[config.mk]
export PLATFORM = sky130hd
export DESIGN_NAME = cache_mem_arbiter
export DESIGN_NICKNAME = d
export VERILOG_FILES = /design/src/rtl/cache_mem_pkg.sv /design/src/rtl/arb_burst_counter.sv /design/src/rtl/cache_mem_arbiter.sv
export SDC_FILE = /design/constraint.sdc
export NUM_CORES = 1
export LEC_CHECK = 0
export ABC_CLOCK_PERIOD_IN_PS = 3100
export BUFFER_PORTS_ARGS = -buffer_cell sky130_fd_sc_hd__buf_2
export CAP_MARGIN = 0
export CORE_ASPECT_RATIO = 1.4
export CORE_MARGIN = 1.5
export CORE_UTILIZATION = 37
export CTS_CLUSTER_DIAMETER = 30
export DETAILED_ROUTE_END_ITERATION = 10
export PLACE_DENSITY = 0.81
export SLEW_MARGIN = 20
export SYNTH_ARGS = -nofsm -noshare
export SYNTH_HDL_FRONTEND = slang
export SYNTH_SLANG_ARGS = --single-unit
export TNS_END_PERCENT = 20
[constraint.sdc]
create_clock -name clk_i -period 3.1 [get_ports clk_i]
set_input_delay 0.465 -clock clk_i [delete_from_list [all_inputs] [get_ports clk_i]]
set_output_delay 0.465 -clock clk_i [all_outputs]
set_load 0.005 [all_outputs]
[src/rtl/cache_mem_pkg.sv]
// Shared types and constants for the I/D-cache to main-memory arbiter.
package cache_mem_pkg;

  localparam int unsigned WordsPerBlock = 8;
  localparam int unsigned MemLatency    = 4;
  localparam int unsigned AddrW         = 16;
  localparam int unsigned DataW         = 16;

  localparam logic OwnI = 1'b0;
  localparam logic OwnD = 1'b1;

  typedef enum logic [2:0] {
    StIdle,
    StFillI,
    StFillD,
    StWriteD,
    StDrain
  } arb_state_t;

endpackage

[src/rtl/arb_burst_counter.sv]
// Issue/return counters for one burst: caps outstanding reads and flags completion.
module arb_burst_counter #(
  parameter int unsigned Words   = 8,
  parameter int unsigned Latency = 4,
  localparam int unsigned CntW   = $clog2(Words) + 1
) (
  input  logic clk_i,
  input  logic rst_i,
  input  logic clr_i,
  input  logic issue_i,
  input  logic ret_i,
  output logic can_issue_o,
  output logic done_o,
  output logic drained_o
);

  logic [CntW-1:0] iss_q, iss_d;
  logic [CntW-1:0] ret_q, ret_d;
  logic [CntW-1:0] outst;
  logic [CntW-1:0] ret_nxt;
  logic            ret_inc;

  // A return with nothing outstanding is dropped so the count can never pass the issue count.
  assign ret_inc     = ret_i && (ret_q != iss_q);
  assign outst       = iss_q - ret_q;
  assign ret_nxt     = ret_q + CntW'(ret_inc);
  assign can_issue_o = (iss_q < CntW'(Words)) && (outst < CntW'(Latency));
  assign done_o      = (ret_nxt == CntW'(Words));
  assign drained_o   = (ret_nxt == iss_q);

  always_comb begin
    iss_d = iss_q;
    ret_d = ret_q;
    if (clr_i) begin
      iss_d = '0;
      ret_d = '0;
    end else begin
      if (issue_i && can_issue_o) iss_d = iss_q + CntW'(1);
      ret_d = ret_nxt;
    end
  end

  always_ff @(posedge clk_i) begin
    if (rst_i) begin
      iss_q <= '0;
      ret_q <= '0;
    end else begin
      iss_q <= iss_d;
      ret_q <= ret_d;
    end
  end

endmodule

[src/rtl/cache_mem_arbiter.sv]
// Grants the shared memory port to the I- or D-cache for a whole fill or one write.
// Define ARB_RR_EN for round-robin arbitration; otherwise the D-cache has fixed priority.
module cache_mem_arbiter
  import cache_mem_pkg::*;
#(
  parameter int unsigned AddrWidth = AddrW,
  parameter int unsigned DataWidth = DataW
) (
  input  logic                 clk_i,
  input  logic                 rst_i,
  input  logic                 icache_req_i,
  input  logic [AddrWidth-1:0] icache_addr_i,
  output logic                 icache_grant_o,
  output logic                 icache_data_valid_o,
  input  logic                 dcache_req_i,
  input  logic                 dcache_wr_i,
  input  logic [AddrWidth-1:0] dcache_addr_i,
  input  logic [DataWidth-1:0] dcache_wdata_i,
  output logic                 dcache_grant_o,
  output logic                 dcache_data_valid_o,
  output logic                 mem_enable_o,
  output logic                 mem_wr_o,
  output logic [AddrWidth-1:0] mem_addr_o,
  output logic [DataWidth-1:0] mem_wdata_o,
  input  logic                 mem_data_valid_i,
  input  logic [DataWidth-1:0] mem_data_in_i,
  output logic [DataWidth-1:0] fill_data_o
);

  arb_state_t state_q, state_d;
  logic       pick_d;
  logic       cnt_clr, cnt_issue, cnt_ret;
  logic       can_issue, done, drained;
  logic       own_req;

  assign fill_data_o = mem_data_in_i;

`ifdef ARB_RR_EN
  logic last_owner_q, last_owner_d;

  assign pick_d = dcache_req_i && (!icache_req_i || (last_owner_q == OwnI));

  always_comb begin
    last_owner_d = last_owner_q;
    if (state_q == StIdle && (icache_req_i || dcache_req_i)) begin
      last_owner_d = pick_d ? OwnD : OwnI;
    end
  end

  always_ff @(posedge clk_i) begin
    if (rst_i) last_owner_q <= OwnI;
    else       last_owner_q <= last_owner_d;
  end
`else
  assign pick_d = dcache_req_i;
`endif

  arb_burst_counter #(
    .Words   (WordsPerBlock),
    .Latency (MemLatency)
  ) u_cnt (
    .clk_i       (clk_i),
    .rst_i       (rst_i),
    .clr_i       (cnt_clr),
    .issue_i     (cnt_issue),
    .ret_i       (cnt_ret),
    .can_issue_o (can_issue),
    .done_o      (done),
    .drained_o   (drained)
  );

  always_comb begin
    state_d             = state_q;
    cnt_clr             = 1'b0;
    cnt_issue           = 1'b0;
    cnt_ret             = 1'b0;
    own_req             = 1'b0;
    icache_grant_o      = 1'b0;
    dcache_grant_o      = 1'b0;
    icache_data_valid_o = 1'b0;
    dcache_data_valid_o = 1'b0;
    mem_enable_o        = 1'b0;
    mem_wr_o            = 1'b0;
    mem_addr_o          = '0;
    mem_wdata_o         = '0;

    case (state_q)
      StIdle: begin
        cnt_clr = 1'b1;
        if (pick_d)            state_d = dcache_wr_i ? StWriteD : StFillD;
        else if (icache_req_i) state_d = StFillI;
      end

      StFillI, StFillD: begin
        own_req = (state_q == StFillD) ? dcache_req_i : icache_req_i;
        cnt_ret = mem_data_valid_i;
        if (own_req) begin
          cnt_issue    = 1'b1;
          mem_enable_o = can_issue;
          if (state_q == StFillD) begin
            dcache_grant_o      = 1'b1;
            dcache_data_valid_o = mem_data_valid_i;
            if (can_issue) mem_addr_o = dcache_addr_i;
          end else begin
            icache_grant_o      = 1'b1;
            icache_data_valid_o = mem_data_valid_i;
            if (can_issue) mem_addr_o = icache_addr_i;
          end
          if (done) begin
            state_d = StIdle;
            cnt_clr = 1'b1;
          end
        end else if (drained) begin
          state_d = StIdle;
          cnt_clr = 1'b1;
        end else begin
          // Owner abandoned the burst: swallow the reads still in flight.
          state_d = StDrain;
        end
      end

      StWriteD: begin
        dcache_grant_o = 1'b1;
        mem_enable_o   = 1'b1;
        mem_wr_o       = 1'b1;
        mem_addr_o     = dcache_addr_i;
        mem_wdata_o    = dcache_wdata_i;
        state_d        = StIdle;
      end

      StDrain: begin
        cnt_ret = mem_data_valid_i;
        if (drained) begin
          state_d = StIdle;
          cnt_clr = 1'b1;
        end
      end

      default: state_d = StIdle;
    endcase
  end

  always_ff @(posedge clk_i) begin
    if (rst_i) state_q <= StIdle;
    else       state_q <= state_d;
  end

endmodule

### Yosys cells after proc, flatten, opt, wreduce, memory -nomap -nowiden

Index checks and enable logic that the tools add are counted.

* memories: 0
* flip-flop bits (word level): 11
* memory bits (writable): 0
* bits in latches: 0
* memory bits (read-only): 0

* $add $sub $neg: 3
* $mul: 0
* order comparisons: 2
* shift operators: 0
* div/mod/pow operators: 0
* eq/ne operators: 10
* multiplexer cells: 37
* reductions and logical operators: 8
* bitwise operators: 0

Operators by type and width (count)
* 16-bit 2-to-1 mux: 5
* 16-bit one-hot mux with 2 select lines: 1
* 1-bit 2-to-1 mux: 21
* 3-bit 2-to-1 mux: 6
* 3-bit one-hot mux with 3 select lines: 1
* 3-bit by 2-bit equality test with 1-bit output (second input constant): 2
* 3-bit inequality test (second input constant): 2
* 4-bit by 1-bit adder with 4-bit output: 1
* 4-bit by 1-bit adder with 4-bit output (second input constant): 1
* 4-bit equality test: 1
* 4-bit equality test (second input constant): 1
* 4-bit by 3-bit < comparator with 1-bit output (second input constant): 1
* 4-bit < comparator (second input constant): 1
* 4-bit inequality test: 1
* 1-bit one-hot mux with 2 select lines: 2
* 2-bit OR reduction: 2
* 4-bit subtractor: 1
* 3-bit by 1-bit equality test with 1-bit output (second input constant): 1
* 3-bit equality test (second input constant): 1
* 1-bit logical AND: 3
* 3-bit logical NOT: 1
* 1-bit one-hot mux with 3 select lines: 1
* 3-bit AND reduction: 1
* 3-bit OR reduction: 1
* 2-bit inequality test (second input constant): 1

### Longest topological paths before layout

Gate-level depths: netlist of run 1.

* depth in word-level cells: 10
* mapped depth: 12
* mapped depth without buffers: 11

### Hierarchy

From an unflattened synthesis of run 1, not the netlist that was laid out.

* cells, all modules: 159
* area, all modules: 1285.0 µm²

Modules (own cells, without submodules)
* cache_mem_arbiter: seq. area each 60.1 µm², times used 1, cells each 103, area an instance 764.5 µm²
* arb_burst_counter: seq. area each 160.2 µm², times used 1, cells each 56, area an instance 520.5 µm²

### Worst setup path after synthesis of run 1

OpenSTA, ideal clock, no wires.

* path type: register to register
* start: register state_q[2]
* end: register u_cnt.iss_q[3]
* arrival time: 2.399 ns
* setup slack: 0.586 ns
* clock period less this slack: 2.514 ns
* cell stages (with the launch flop): 13
* cell sequence: dfxtp_1 > buf_2 > inv_1 > nand2_1 > o22ai_1 > and3_1 > ha_1 > ha_1 > xor2_1 > nor2_1 > nand3_1 > o211ai_2 > o21ba_2

* cells in the longest elaborated chain, start to end: 10

Ends and longest elaborated chain
* start, declared: RTL line cache_mem_arbiter.sv:30 `arb_state_t state_q, state_d;`
* start signal, assigned: RTL line cache_mem_arbiter.sv:144 `if (rst_i) state_q <= StIdle;`
* start signal, assigned: RTL line cache_mem_arbiter.sv:145 `else state_q <= state_d;`
* 3-bit by 2-bit equality test with 1-bit output (tied with other cells): RTL line cache_mem_arbiter.sv:87 `case (state_q)`
* 3-bit OR reduction (no line) (*)
* 1-bit 2-to-1 mux (*): RTL line cache_mem_arbiter.sv:87
* 1-bit logical AND (*): RTL line arb_burst_counter.sv:24 `assign ret_inc = ret_i && (ret_q != iss_q);`
* 4-bit by 1-bit adder with 4-bit output (*): RTL line arb_burst_counter.sv:26 `assign ret_nxt = ret_q + CntW'(ret_inc);`
* via u_cnt.ret_nxt[1]: RTL line arb_burst_counter.sv:20 `logic [CntW-1:0] ret_nxt;`
* 4-bit equality test (on tied branches): RTL line arb_burst_counter.sv:29, arb_burst_counter.sv:28
* 1-bit 2-to-1 mux (on tied branches): RTL line cache_mem_arbiter.sv:113, cache_mem_arbiter.sv:133, cache_mem_arbiter.sv:109
* 1-bit 2-to-1 mux: RTL line cache_mem_arbiter.sv:97 `if (own_req) begin`
* 1-bit one-hot mux with 3 select lines (*): RTL line cache_mem_arbiter.sv:87
* 2-bit OR reduction (no line) (*)
* end signal, assigned: RTL line arb_burst_counter.sv:48 `iss_q <= iss_d;`
* end, declared: RTL line arb_burst_counter.sv:17 `logic [CntW-1:0] iss_q, iss_d;`

The timed path passes the listed nets; every way through them passes the cells marked *.
A chain may end at the register's enable or synchronous reset.

### Worst setup path after layout of run 1

* start: register u_cnt.ret_q[1]
* end: output mem_addr_o[3]

* cells in the longest elaborated chain, start to end: 7

Ends and longest elaborated chain
* start, declared: RTL line arb_burst_counter.sv:18 `logic [CntW-1:0] ret_q, ret_d;`
* start signal, assigned: RTL line arb_burst_counter.sv:49 `ret_q <= ret_d;`
* 4-bit subtractor (*): RTL line arb_burst_counter.sv:25 `assign outst = iss_q - ret_q;`
* 4-bit by 3-bit < comparator with 1-bit output (*): RTL line arb_burst_counter.sv:27 `assign can_issue_o = (iss_q < CntW'(Words)) && (outst < CntW'(Latency));`
* 1-bit logical AND (*): RTL line arb_burst_counter.sv:27
* 16-bit 2-to-1 mux (on tied branches): RTL line cache_mem_arbiter.sv:107, cache_mem_arbiter.sv:103
* 16-bit 2-to-1 mux (*): RTL line cache_mem_arbiter.sv:100 `if (state_q == StFillD) begin`
* 16-bit 2-to-1 mux (*): RTL line cache_mem_arbiter.sv:97
* 16-bit one-hot mux with 2 select lines (*): RTL line cache_mem_arbiter.sv:87
* end, declared: RTL line cache_mem_arbiter.sv:23 `output logic [AddrWidth-1:0] mem_addr_o,`

Every way passes the cells marked *; elsewhere a longest branch is shown, timed or not.

==> results of run 1 <==
==> state kept, by name (all words and copies together), names as in the netlist <==
name         cells
state_q          3
u_cnt.iss_q      4
u_cnt.ret_q      4
==> final cells by class <==
cell class / count / area, sq um
Clock inverter: 1 / 5.00
Inverter: 8 / 30.0
Multi-Input combinational cell: 115 / 880
Fill cell: 353 / 1680
Sequential cell: 11 / 221
Clock buffer: 3 / 41.3
Tap cell: 40 / 50.0
Timing Repair Buffer: 93 / 470
==> cells in the mapped netlist <==
cell type  instances
and3_1            18
dfxtp_1           11
nor3_1             7
xnor2_1            5
o21a_1             3
a22o_2            13
nor2b_1            3
a22o_1             3
nor3_4             1
o211ai_4           1
nor2b_4            1
ha_1               6
nor2_4             1
o22ai_1            1
inv_1              8
buf_4             17
buf_6              2
xor2_1             4
o21ai_0            3
o32ai_1            1
or3_1              1
clkbuf_1           2
o32a_1             1
nand4_1            1
a21o_1             2
and2_1             1
nand3b_1           2
nand4b_1           1
nand2_1            5
a21oi_1            3
buf_2              3
o31ai_1            1
a21oi_4            2
o211ai_2           1
nand3_1            3
o41a_1             1
a211oi_1           1
o21ba_2            1
nor2_1            14
nor3b_1            1
nand3b_4           1
mux2i_1            1
==> cell usage in the layout (no fill, tap or decap), types with 4 or more instances in the layout <==
cell / n
nand2_1: 5
nor3_1: 7
and3_1: 18
ha_1: 6
inv_1: 8
xnor2_1: 5
xor2_1: 4
buf_2: 91
nor2_1: 14
dfxtp_1: 10
a22o_2: 13
==> logic make-up after synthesis <==
group / share of synthesized area
DFF: 0.169
buffers and inverters: 0.156
adders and majority gates: 0.0576
xor gates and xnor gates: 0.0605
and+or+nand+nor: 0.280
AOI/OAI and AO/OA: 0.270
muxes: 0.00769
==> layer usage <==
metal | part of all wire | up-vias | routed length [um]
met5 | 0 | - | 0
met1 | 0.38 | 665 | 1570
met2 | 0.48 | 96 | 1970
met3 | 0.12 | 12 | 512
li1 | - | 703 | -
met4 | 0.016 | 0 | 66
==> metrics by stage <==
| step | cells | setup slack [ns] | hold WS, ns | utilization |
|---|---|---|---|---|
| finish | 271 | 0.311 | 0.472 | 0.503 |
| global placement | 267 | 0.375 | 0.557 | 0.489 |
| CTS | 271 | 0.222 | 0.463 | 0.502 |
| global route | 271 | 0.129 | 0.469 | 0.503 |
| detailed placement | 267 | 0.234 | 0.569 | 0.489 |
| floorplan | 158 | 0.586 | 0.503 | - |
==> worst paths after layout <==
path,from,to,slack (ns)
worst min-delay path,rst_i,state_q[1],0.47
worst min register to register,u_cnt.iss_q[2],u_cnt.iss_q[2],0.57
worst max register to register,state_q[2],u_cnt.iss_q[3],0.34
worst max-delay path,u_cnt.ret_q[1],mem_addr_o[3],0.31
==> power by group through the flow <==
| stage | logic (mW) | clock network [mW] | registers, mW |
|---|---|---|---|
| 2_1_floorplan | 0.175 | 0 | 0.152 |
| 3_3_place_gp | 0.237 | 0 | 0.160 |
| 3_5_place_dp | 0.240 | 0 | 0.160 |
| 4_1_cts | 0.242 | 0.144 | 0.157 |
| 5_1_grt | 0.265 | 0.154 | 0.158 |
| 6_report | 0.241 | 0.142 | 0.157 |
==> impl_results.md, run 1 <==
- CP endpoint kind: output pin
- Via Count: 1476
- TritonCTS clock tree: yes
- Largest net degree at the start of global routing: 17
- NetSw: 186 uW
- Pwr dens: roughly 320 nW/um^2
- Max Cap Viol: 0
- Wire length per cell: approximately 15 um
- Drt drc: 0
- Critical path depth: 8
- Setup TNS: 0 ns
- Number of port buffers: roughly 90
- Crit Path Class: flip-flop to output pin
- Via-per-instance ratio: between 5 and 6
- Cell taking the most area after synthesis: dfxtp_1
- Crit-path leading delay family: compound AO/OA/AOI/OAI gates
- Final Critical Period: roughly 2.8 ns
- Worst Max-Slew Pin Slew: a little under 0.7 ns
- Clk_lat worst skew: around 0.24 ns
- Crit path buffers/inverters: 2
- Clock Tree Root: clkbuf_8
- Final #Nets: roughly 310
- Worst EP arrival: around 2.3 ns
- Combinational cell fraction of total power: 0.446
- First-pass GRT wire length: 5860 um
- Post-CTS Setup Bufs: 0
- Switching Fraction: 0.345
- Synth Instances: roughly 160
- Syn. warnings: 0
- H-tree Lvls: 1
- Final hold vios: 0
- Slew HR: 0.538
- Post-placement cell area: roughly 1700 sq um
- Critical Path Max Stage Delay: ~0.42 ns
- Resize count post-CTS: 0
- CTS buffer count: 3
- GRT met3 Usage: 0.0451
- Drt initial violations: 53
- Final Cell Area: approximately 1700 sq um
- N_diodes: 0
- Clock power frac: 0.263
- Area delta synth->final: 30.4%
- R2R cell count: 11
- Slowest-stage cell, CP: a21oi_4
- Worst IR drop on VDD: approximately 0.32 mV
- Remaining Overflow, GRT: 0
- Post-synth top area share: 0.169
- Top cells by area, synth: dfxtp_1, a22o_2, buf_4
- Worst Hold Class: primary input to flip-flop
- WP data required: 2.63 ns
- Clock Skew: 0.00581 ns
- DRT Wirelength: 4120 um
- Hold depth: 2
- Clock slew at reported path FFs: 0.05 ns
- Max Clk Rate: 359 MHz
- CP Cell Sequence: inv_1, ha_1, nor2b_4, nor3_1, o211ai_4, a21oi_4, a22o_2, buf_2
- Post-DP HPWL: between 3000 and 4000 um
- Part of the cycle the worst path needs: 0.900
- Outcome: finished clean
- Routability cong.: 0.989
- Layout cells sized above 1: 0.519
- Initial antenna violation count: 0
- Register share of total power: 0.291
- Num rows: 25
- Initial Util: 0.386
- Die X: between 50 and 60 um
- Final Power: ~540 uW
- Cell area after synthesis: 1300 sq um
- GRT Max-Usage Layer: met2
- RSZ-0062 raised after global routing: no
- Post-DRT Antenna Nets: 0
- Cts hold-fix bufs: 0
- Met1 Use GR: 0.250
- Die area: between 3000 and 4000 sq um
- Maximum net fanout on the critical path: 16
- Chip Height: 73.2 um
- Core Box Area: 3380 sq um
- Pleak: roughly 0.97 nW
- Vias in the first global route: about 1300
- Seq cells post-synth: 11
- Drt pass-1 iters: 4
- Critical path startpoint category: flip-flop
- CTS Buffer Depth: 2
- Yosys cell types: 42
- Clock sinks: 11
- All-layer global routing usage: 0.206
- Syn avg cell area: 8.24 sq um
- # IOs: around 120
- Met2 Usage GRT: 0.360
- Max Transition Viols Final: 0
- Final setup fails: 0
- Internal power: between 300 and 400 uW
- Sequential share of the synthesized area: 0.169
- Mapped Nets: 234
Note: power is estimated with default switching activity, not from simulation.
==> run 2, diff against run 1 <==
--- a/config.mk
+++ b/config.mk
@@ -15,3 +15,3 @@
 export DETAILED_ROUTE_END_ITERATION = 10
-export PLACE_DENSITY = 0.81
+export PLACE_DENSITY = 0.88
 export SLEW_MARGIN = 20
--- a/constraint.sdc
+++ b/constraint.sdc
@@ -3,2 +3,2 @@
 set_output_delay 0.465 -clock clk_i [all_outputs]
-set_load 0.005 [all_outputs]
+set_load 0.1 [all_outputs]
==> run 2 against run 1 <==
Net effect: count of clock-buffer cells in the layout increased by 1; first-iteration DRC count stayed put; critical path depth did not move; clock skew decreased by 0.0015 ns; combinational power up 130%; core utilization up 2.3 points; largest power group unchanged.
==> impl_results.md, run 2 (synthesis results as in run 1) <==
- Outcome: finished clean
- Layout cells sized above 1: 0.521 (+0.00189)
- Core Box Area: 3380 sq um (unchanged)
- CP Cell Sequence: inv_1, ha_1, o21a_1, nor3_4, o211ai_4, nor2_4, a22o_2, clkbuf_4
- N_diodes: 0 (unchanged)
- First-pass GRT wire length: 5670 um (-3.2%)
- Die area: 3890 sq um (unchanged)
- Final setup fails: 0 (unchanged)
- Post-DP HPWL: 3310 um (-4.0%)
- Post-place setup slack: 0.276 ns (+0.0419 ns)
- Worst EP arrival: 2.47 ns (+0.15 ns)
- Initial antenna violation count: 0 (unchanged)
- Reg2reg end: u_cnt.iss_q[2]
- Clk_lat worst skew: 0.24 ns (about the same)
- Die X: 53.1 um (unchanged)
- Crit Path Class: flip-flop to output pin
- Worst Hold Slack: 0.465 ns (-0.00709 ns)
- Chip Height: 73.2 um (unchanged)
- Final hold vios: 0 (unchanged)
- Initial Util: 0.386 (unchanged)
- Area delta synth->final: 36.3%
- Worst flop-to-flop path startpoint: state_q[2]
- Worst setup path endpoint: mem_addr_o[14]
- TritonCTS clock tree: yes
- CTS Buffer Depth: 2 (unchanged)
- Wire length per cell: 14.8 um (-2.4%)
- Clock Skew: 0.00435 ns (-0.00146 ns)
- Slew HR: 0.533 (-0.00488)
- DRT Wirelength: 4070 um (-1.3%)
- Pwr dens: 484 nW/um^2 (+52%)
- Final Critical Period: 2.94 ns (+0.147 ns)
- Critical Path Max Stage Delay: 0.36 ns (-0.06 ns)
- DP Cell Count: 269 (+0.75%)
- Most common cell after layout, fill and taps aside: buf_2
- Max Clk Rate: 341 MHz (-5.0%)
- CTS buffer count: 3 (unchanged)
- Maximum net fanout on the critical path: 16 (unchanged)
- Slowest-stage cell, CP: dfxtp_1
- Via Count: 1465 (-0.75%)
- CP endpoint kind: output pin
- WP data required: 2.63 ns (about the same)
- Clock Tree Root: clkbuf_8
- Pleak: 0.976 nW (+0.96%)
- Final #Nets: 311 (+0.97%)
- # IOs: 124 (unchanged)
- Cts hold-fix bufs: 0 (unchanged)
- Clock slew at reported path FFs: 0.05 ns (about the same)
- Remaining Overflow, GRT: 0 (unchanged)
- Via-per-instance ratio: 5.35 (-1.8%)
- Number of port buffers: 91 (unchanged)
- RSZ-0062 raised after global routing: no
- Critical path startpoint category: flip-flop
- Worst Hold Class: primary input to flip-flop
- R2R cell count: 12 (+1)
- Worst Max-Slew Pin Slew: 0.699 ns (+0.00730 ns)
- Top flop regs: u_cnt.iss_q x4, u_cnt.ret_q x4, state_q x3
- Vias in the first global route: 1287 (-1.2%)
- Fillers: 330 (-6.5%)
- Max Transition Viols Final: 0 (unchanged)
- Part of the cycle the worst path needs: 0.947 (+0.0474)
- Drt initial violations: 53 (unchanged)
- Critical Path Start: u_cnt.ret_q[2]
- H-tree Lvls: 1 (unchanged)
- All-layer global routing usage: 0.201 (-0.00512)
- Worst IR drop on VDD: 0.355 mV (+11%)
- Largest net degree at the start of global routing: 18 (+1)
- Final Non-Filler Cells: 274 (+1.1%)
- Num rows: 25 (unchanged)
- Drt drc: 0 (unchanged)
- Post-DRT Antenna Nets: 0 (unchanged)
- Most frequent cells in the layout: buf_2, and3_1, clkbuf_4
- Drt pass-1 iters: 4 (unchanged)
- Routability cong.: 0.910 (-8.0%)
- R2r setup slk: 0.28 ns (-0.06 ns)
- Max Cap Viol: 0 (unchanged)
- Final WS setup: 0.164 ns (-0.147 ns)
- Clock sinks: 11 (unchanged)
## run 2: worst min path at each step
stage | to | slack [ns] | start | depth (start not counted)
3_5_place_dp | u_cnt.iss_q[2] | 0.57 | u_cnt.iss_q[2] | 2
3_3_place_gp | u_cnt.iss_q[2] | 0.54 | u_cnt.iss_q[2] | 2
5_1_grt | state_q[1] | 0.47 | rst_i | 2
6_report | state_q[1] | 0.46 | rst_i | 2
2_1_floorplan | u_cnt.iss_q[2] | 0.50 | u_cnt.iss_q[2] | 2
4_1_cts | state_q[1] | 0.47 | rst_i | 2
## run 2: critical path, delay by kind of cell, from the launching register on
kind / cells / cell delay [ns]
buffers and inverters: 2 / 0.38
AND/OR/NAND/NOR: 2 / 0.51
adder cells (fa/ha/maj): 1 / 0.36
AO/OA/AOI/OAI: 3 / 0.62
flip-flops: 1 / 0.36
## run 2: power breakdown
| group | internal (mW) | switching, mW |
|---|---|---|
| clock network | 0.0905 | 0.0559 |
| registers | 0.147 | 0.0124 |
| logic | 0.142 | 0.412 |
| total | 0.379 | 0.480 |
## run 2: cell type report
class                           instances  area [sq um]  area share
Multi-Input combinational cell        115           885       0.498
Sequential cell                        11           220       0.124
Inverter                                8          30.0      0.0169
Tap cell                               40          50.0      0.0282
Timing Repair Buffer                   96           546       0.307
Clock buffer                            4          45.0      0.0254
## run 2: stage by stage
stage / instance area (sq um) / TNS, ns / power, mW / util
finish: 1780 / 0 / 0.859 / 0.526
global route: 1780 / 0 / 0.895 / 0.526
CTS: 1720 / 0 / 0.840 / 0.509
detailed placement: 1670 / 0 / 0.694 / 0.494
global placement: 1670 / 0 / 0.688 / 0.494
floorplan: 1310 / -0.0935 / 0.700 / -
## run 2: timing repair
item	in CTS	in global routing
pin swaps	0	1
setup buffers	0	1
endpoints found under the setup margin	1	16
gates resized for setup	1	15
gates cloned	0	0
## run 2: routing by layer
layer,up-vias,GRT usage,routed length [um]
met3,8,0.0512,447
met1,667,0.203,1440
met2,83,0.379,2100
li1,707,-,-
met4,0,0.0741,76
met5,-,0,0
